--- config.mk ---
export PLATFORM = sky130hd
export DESIGN_NAME = run_sequencer
export DESIGN_NICKNAME = d
export VERILOG_FILES = /design/src/rtl/run_sequencer.sv
export SDC_FILE = /design/constraint.sdc
export NUM_CORES = 1
export LEC_CHECK = 0
export CAP_MARGIN = 30
export CORE_ASPECT_RATIO = 1.25
export CORE_MARGIN = 10
export CORE_UTILIZATION = 25
export CTS_CLUSTER_SIZE = 24
export DETAILED_ROUTE_END_ITERATION = 10
export PLACE_DENSITY_LB_ADDON = 0.25
export SYNTH_ARGS = -nofsm -noshare
export SYNTH_HDL_FRONTEND = slang
export SYNTH_SLANG_ARGS = --single-unit
--- constraint.sdc ---
create_clock -name clk -period 4.8 [get_ports clk]
set_clock_uncertainty 0.15 [all_clocks]
set_input_delay 0.96 -clock clk [delete_from_list [all_inputs] [get_ports clk]]
set_output_delay 0.96 -clock clk [all_outputs]
set_load 0.02 [all_outputs]
--- src/rtl/run_sequencer.sv ---
// Run-control and program counter for the 9-bit-ISA core: start/ack handshake,
// PC stepping with signed relative branches, program entry table and cycle watchdog.
module run_sequencer #(
    parameter int PC_W       = 10,
    parameter int IMM_W      = 8,
    parameter int PROG_COUNT = 4,
    parameter int WDOG_LIMIT = 4096,
    parameter int CNT_W      = 16,
    localparam int SEL_W     = $clog2(PROG_COUNT)
) (
    input  logic             clk,
    input  logic             reset_n,
    input  logic             start,
    input  logic [SEL_W-1:0] prog_sel,
    input  logic             entry_wr_en,
    input  logic [SEL_W-1:0] entry_wr_idx,
    input  logic [PC_W-1:0]  entry_wr_addr,
    input  logic             done_in,
    input  logic             branch_taken,
    input  logic [IMM_W-1:0] branch_offset,
    input  logic             stall,
    output logic [PC_W-1:0]  pc,
    output logic             run_en,
    output logic             ack,
    output logic             timeout,
    output logic [CNT_W-1:0] cycle_count
);

    // Handshake: start is a level. Its rising observation arms a run and latches
    // prog_sel; its fall launches the run. ack rises when the run ends and stays
    // high until start is raised again for the next run.
    typedef enum logic [1:0] {IDLE, ARMED, RUN, FINISH} state_t;

    state_t           state_q, state_d;
    logic [PC_W-1:0]  pc_q, pc_d;
    logic [CNT_W-1:0] cnt_q, cnt_d;
    logic             ack_q, ack_d;
    logic             timeout_q, timeout_d;
    logic [SEL_W-1:0] sel_q, sel_d;
    logic [PC_W-1:0]  entry_q [PROG_COUNT];

    logic [SEL_W-1:0] sel_in;
    logic [PC_W-1:0]  pc_inc;
    logic [PC_W-1:0]  pc_br;
    logic             wdog_hit;
    logic             table_open;

    // Out-of-range selects (only possible for non-power-of-2 counts) fall back to slot 0.
    assign sel_in     = (32'(prog_sel) < PROG_COUNT) ? prog_sel : '0;
    assign pc_inc     = pc_q + PC_W'(1);
    assign pc_br      = pc_q + PC_W'(1) + PC_W'($signed(branch_offset));
    assign wdog_hit   = (cnt_q == CNT_W'(WDOG_LIMIT - 1));
    assign table_open = (state_q == IDLE) || (state_q == FINISH);

    always_ff @(posedge clk or negedge reset_n) begin
        if (!reset_n) begin
            state_q   <= IDLE;
            pc_q      <= '0;
            cnt_q     <= '0;
            ack_q     <= 1'b0;
            timeout_q <= 1'b0;
            sel_q     <= '0;
        end else begin
            state_q   <= state_d;
            pc_q      <= pc_d;
            cnt_q     <= cnt_d;
            ack_q     <= ack_d;
            timeout_q <= timeout_d;
            sel_q     <= sel_d;
        end
    end

    always_comb begin
        state_d   = state_q;
        pc_d      = pc_q;
        cnt_d     = cnt_q;
        ack_d     = ack_q;
        timeout_d = timeout_q;
        sel_d     = sel_q;
        case (state_q)
            IDLE: begin
                if (start) begin
                    state_d = ARMED;
                    sel_d   = sel_in;
                end
            end
            ARMED: begin
                if (!start) begin
                    state_d   = RUN;
                    pc_d      = entry_q[sel_q];
                    cnt_d     = '0;
                    timeout_d = 1'b0;
                end
            end
            RUN: begin
                cnt_d = cnt_q + CNT_W'(1);
                if (done_in) begin
                    // The DONE instruction keeps its own address visible for readout.
                    state_d = FINISH;
                    ack_d   = 1'b1;
                end else begin
                    if (stall) begin
                        pc_d = pc_q;
                    end else if (branch_taken) begin
                        pc_d = pc_br;
                    end else begin
                        pc_d = pc_inc;
                    end
                    if (wdog_hit) begin
                        state_d   = FINISH;
                        ack_d     = 1'b1;
                        timeout_d = 1'b1;
                        cnt_d     = cnt_q;
                    end
                end
            end
            FINISH: begin
                if (start) begin
                    state_d = ARMED;
                    ack_d   = 1'b0;
                    sel_d   = sel_in;
                end
            end
            default: state_d = IDLE;
        endcase
    end

    // Entry points can only change while no run is pending or active.
    always_ff @(posedge clk or negedge reset_n) begin
        if (!reset_n) begin
            for (int i = 0; i < PROG_COUNT; i++) begin
                entry_q[i] <= '0;
            end
        end else if (entry_wr_en && table_open && (32'(entry_wr_idx) < PROG_COUNT)) begin
            entry_q[entry_wr_idx] <= entry_wr_addr;
        end
    end

    assign pc          = pc_q;
    assign run_en      = (state_q == RUN);
    assign ack         = ack_q;
    assign timeout     = timeout_q;
    assign cycle_count = cnt_q;

endmodule
=== Word-level counts from Yosys, hierarchy flattened ===
Cells that the tools add are included.

* Register bits after elaboration: 72
* Input bits: 29
* Output and inout bits: 29
* Logic and storage cells: 70

* $add $sub $neg: 3
* $lt $le $gt $ge: 3
* Equal/unequal tests: 12
* Mux-type cells: 27
* Bitwise gates (word level): 2
* Reductions and logical operators: 13

{| class="wikitable"
|+ Operator list
! cell !! number
|-
| 10-bit 2-to-1 mux || 7
|-
| 16-bit 2-to-1 mux || 3
|-
| 40-bit bitwise mux || 1
|-
| 16-bit one-hot mux with 2 select lines || 1
|-
| 10-bit binary-select mux with 2-bit select || 1
|-
| 10-bit demux with 2-bit select || 1
|-
| 10-bit one-hot mux with 2 select lines || 1
|-
| 16-bit by 1-bit adder with 16-bit output (second input constant) || 1
|-
| 16-bit by 12-bit == test with 1-bit output (second input constant) || 1
|-
| 10-bit by 1-bit adder with 10-bit output (second input constant) || 1
|-
| 10-bit adder || 1
|-
| 3-bit AND reduction || 3
|-
| 2-bit 2-to-1 mux || 4
|-
| 2-bit inequality test (second input constant) || 4
|-
| 4-bit AND reduction || 2
|-
| 3-bit greater-or-equal comparator (second input constant) || 2
|-
| 2-bit inverter with 3-bit output || 2
|-
| 2-bit one-hot mux with 3 select lines || 1
|-
| 1-bit 2-to-1 mux || 5
|-
| 2-bit == test (second input constant) || 2
|-
| 2-bit by 1-bit inequality test with 1-bit output (second input constant) || 2
|-
| 1-bit one-hot mux with 2 select lines || 2
|-
| 2-bit nonzero test || 2
|-
| 3-bit by 1-bit less-than comparator with 1-bit output (second input constant) || 1
|-
| 8 further kinds || 9
|}

=== Logic depth before layout (Yosys ltp) ===
* Depth after elaboration: 6
* Mapped depth: 12
* Mapped depth without buffers: 12

=== Least setup slack after synthesis ===
No wires, ideal clock.

* Kind: input-to-reg
* Start point: in branch_offset[0]
* End point: reg pc_q[8], in the netlist pc[8]
* Setup time: 82 ps
* Arrival time: 2723 ps
* Path slack: 1845 ps
* Stages: 9
* Buffers on the path: 0
* Cell sequence: ha_1 -> fa_1 -> a21o_1 -> a21oi_1 -> o21ai_0 -> o41ai_1 -> xnor2_1 -> nand3_1 -> a31oi_1

* Cells in the longest elaborated chain, start to end: 5

{| class="wikitable"
|+ RTL lines
! element !! RTL line !! text
|-
| start: declaration || 20 || <nowiki>input logic [IMM_W-1:0] branch_offset,</nowiki>
|-
| 10-bit adder || 51 || <nowiki>assign pc_br = pc_q + PC_W'(1) + PC_W'($signed(branch_offset));</nowiki>
|-
| 10-bit 2-to-1 mux || 104 || <nowiki>end else if (branch_taken) begin</nowiki>
|-
| 10-bit 2-to-1 mux || 102 || <nowiki>if (stall) begin</nowiki>
|-
| 10-bit 2-to-1 mux || 97 || <nowiki>if (done_in) begin</nowiki>
|-
| 10-bit one-hot mux with 2 select lines || 80 || <nowiki>case (state_q)</nowiki>
|-
| end signal: assignment || 65 || <nowiki>pc_q <= pc_d;</nowiki>
|-
| end: declaration || 35 || <nowiki>logic [PC_W-1:0] pc_q, pc_d;</nowiki>
|}

Every way passes these cells. The select of a mux whose other input is x is not followed.
A chain may end at the register's enable or synchronous reset.

=== Worst setup path after layout ===
* Start point: reg state_q[0]
* End point: out run_en

* Cells in the longest elaborated chain, start to end: 1

{| class="wikitable"
|+ RTL lines
! element !! RTL line !! text
|-
| start: declaration || 34 || <nowiki>state_t state_q, state_d;</nowiki>
|-
| start signal: assignment || 64 || <nowiki>state_q <= state_d;</nowiki>
|-
| 2-bit == test || 140 || <nowiki>assign run_en = (state_q == RUN);</nowiki>
|-
| end: declaration || 23 || <nowiki>output logic run_en,</nowiki>
|}

Every way passes these cells.

==> metrics.md <==
| Metric | Value |
|---|---|
| Outcome | completed |
| Ys flop type | dfrtp_1 |
| Post-DP Area | 4740 um^2 |
| Psw | 1.24 mW |
| DR pass1 iterations | 4 |
| Global-route track usage on met3 | 2.04% |
| Antenna diodes | 0 |
| Critical path class | flip-flop to primary output |
| Final RePlAce weighted congestion | 0.773 |
| H-tree depth | 3 |
| Ys Warns | 0 |
| Synthesized cell area | 3930 um^2 |
| Detail Placement HPWL | 7550 um |
| Clock Path Buffers | 2 |
| Worst Hold End | entry_q[28] |
| Final Cell Area | 5040 um^2 |
| R2R Setup Slk | 1.59 ns |
| Hold Crit Depth | 1 |
| Int Pwr | 1.94 mW |
| Post-layout minimum cycle time | 3.36 ns |
| Synthesized Nets | 404 |
| Post-synth top area cell | dfrtp_1 |
| Most Used Layer, Global Route | met2 |
| TritonCTS clock tree | done |
| Ports | 58 |
| Vias in the first global route | 3,131 |
| Commonest non-fill, non-tap cell in the layout | dfrtp_1 |
| Routed WL | 10,100 um |
| Leakage | 2.06 nW |
| Clock insertion delay at the later pin of the skew report | 0.33 ns |
| Required @ worst endpoint | 3.69 ns |
| CORE AREA | 15,500 um^2 |
| Via count | 2,921 |
| Fin. Hold Viols | 0 |
| Std cell rows | 51 |
| Max Fclk | 298 MHz |
| Max-slew violation count | 0 |
| Crit-path max FO | 19 |
| Logic depth of the worst register-to-register path | 12 |
| Distinct cells, synth | 43 |
| Post-layout util | 32.5% |
| Yosys reg bits | 72 |
| Syn-to-layout area delta | 28.1% |
| Gr ovfl total | 0 |
| Comb pwr share | 46.7% |
| Period utilisation layout | 70.0% |
| Capturing point of the worst reg2reg path | pc[9] |
| Initial antenna violation count | 0 |
| Die area | 21,200 um^2 |
| Worst hold-check path type | flip-flop to flip-flop |
| Setup Total Neg Slack | 0 ns |
| # Post-CTS Setup Buffers | 0 |
| Largest net degree at the start of global routing | 73 |
| Die Y | 160 um |
| FFs w/ async S/R, synth | 100% |
| Highest-count cells in the layout ignoring fill and taps | dfrtp_1 (72), clkdlybuf4s50_1 (56), mux2_2 (42) |
| First-pass GRT wire length | 16,800 um |
| Post-cts resize count | 0 |
| Reg2Reg Launch Point | pc[0] |
| Pwr dens | 631 nW/um^2 |
| Global-route usage over all layers | 9.76% |
| Root Driver | clkbuf_16 |
| Detail Route Antenna Nets | 0 |
| Synth area leaders | dfrtp_1 (46%), mux2_2 (12%), mux4_2 (5.7%) |
| DIE WIDTH | 132 um |
| # Max-Cap Violations | 0 |
| Num CTS Buffers | 9 |
| Worst Max-Slew Pin Slew | 0.805 ns |
| EDFF count, synth | 0 |
| Worst-path clk slew | 0.05 ns |
| CP Launch Type | flip-flop |
| CTS Hold Buffers Added | 0 |
| Fraction of layout cells with a size suffix above 1 | 18.2% |
| Initial Util | 25.4% |
| Crit path arrival time | 2.25 ns |
| RSZ-0062 raised after global routing | false |
| Sequential share of power | 34.0% |
| Met2 usage | 17.0% |
| Syn Area/Cell | 11.0 um^2 |
| Vias per Instance | 4.60 |
| Max VDD drop | 0.197 mV |
| Post-synth top area share | 45.8% |
| Number of port buffers | 57 |
| Clk pwr share | 19.3% |
| Final setup fails | 0 |
| Routed length per instance | 15.9 um |
| Final nets | 463 |
| Hold path start | entry_q[28] |
| Sw frac | 39.0% |
| Seq/Total Area, Yosys | 45.8% |
| DR DRC count | 0 |
| Initial detailed-routing violation count | 156 |
| CTS sink cnt | 72 |
| Cells after Synth | 359 |
| Met1 Usage GRT | 11.5% |
| Slew HR | 46.4% |
| Crit end category | primary output |
[metal layers]
metal / share of wire, % / vias up
li1: - / 1424
met1: 44 / 1441
met2: 52 / 44
met3: 2.6 / 12
met4: 1.5 / 0
met5: 0 / -
[worst max-delay path, cell delays in order (launching register included)]
cell	delay, ns
dfrtp_1	0.42
inv_1	0.08
ha_1	0.67
clkdlybuf4s50_1	0.75
[worst max path at each step]
stage | start | end | slack (ns) | cells past startpoint
after global placement | branch_offset[0] | pc[8] | 1.26 | 10
after floorplan | branch_offset[0] | pc[8] | 1.84 | 9
after detailed placement | branch_offset[0] | pc[8] | 1.18 | 10
final | state_q[0] | run_en | 1.44 | 3
after CTS | state_q[0] | run_en | 1.38 | 3
after global routing | state_q[0] | run_en | 1.30 | 3
[registers in the layout, indices dropped and copies added (netlist names)]
signal,flops
sel_q,2
ack,1
state_q,2
entry_q,40
cycle_count,16
timeout,1
pc,10
[cell type report]
cell class / count / area [um^2]
fill: 1534 / 10500
multi-input combinational: 267 / 2060
inverter: 8 / 30.0
clock inverter: 6 / 43.8
clock buffer: 10 / 229
timing repair buffer: 60 / 612
sequential: 72 / 1800
tap: 212 / 265
[per-stage QoR]
step / total power, mW / std cells / setup slack [ns] / hold WS [ns]
2_1_floorplan: 2.12 / 359 / 1.84 / 0.324
3_3_place_gp: 2.56 / 617 / 1.26 / 0.333
3_5_place_dp: 2.60 / 618 / 1.18 / 0.340
4_1_cts: 3.23 / 634 / 1.38 / 0.354
5_1_grt: 3.44 / 635 / 1.30 / 0.356
6_report: 3.18 / 635 / 1.44 / 0.351
[logic make-up after synthesis]
family                     count (synthesis)  synth area share (%)
and+or+nand+nor                          111                  13.2
DFF                                       72                  45.8
AOI/OAI and AO/OA                         58                  9.16
muxes                                     57                  19.0
xor gates and xnor gates                  25                  5.57
buffers and inverters                     20                  1.94
adders and majority gates                 16                  5.28
[cell usage after synthesis, types with 4 or more instances]
cell	count
mux4_2	10
nand4_1	5
clkbuf_1	10
nand2_1	40
a31oi_1	5
nor2_1	31
a21oi_1	18
xor2_1	12
mux2i_1	5
inv_1	8
dfrtp_1	72
mux2_2	42
nand2b_1	4
xnor2_1	13
o21ai_0	17
nor3_1	5
nand3_1	14
ha_1	15
[power by group through the flow]
stage	registers, mW	clock network (mW)	logic [mW]
global placement	1.08	0	1.48
global route	1.12	0.669	1.65
CTS	1.09	0.641	1.50
floorplan	1.05	0	1.08
detailed placement	1.10	0	1.50
finish	1.08	0.614	1.48
(Power assumes the default switching activity.)
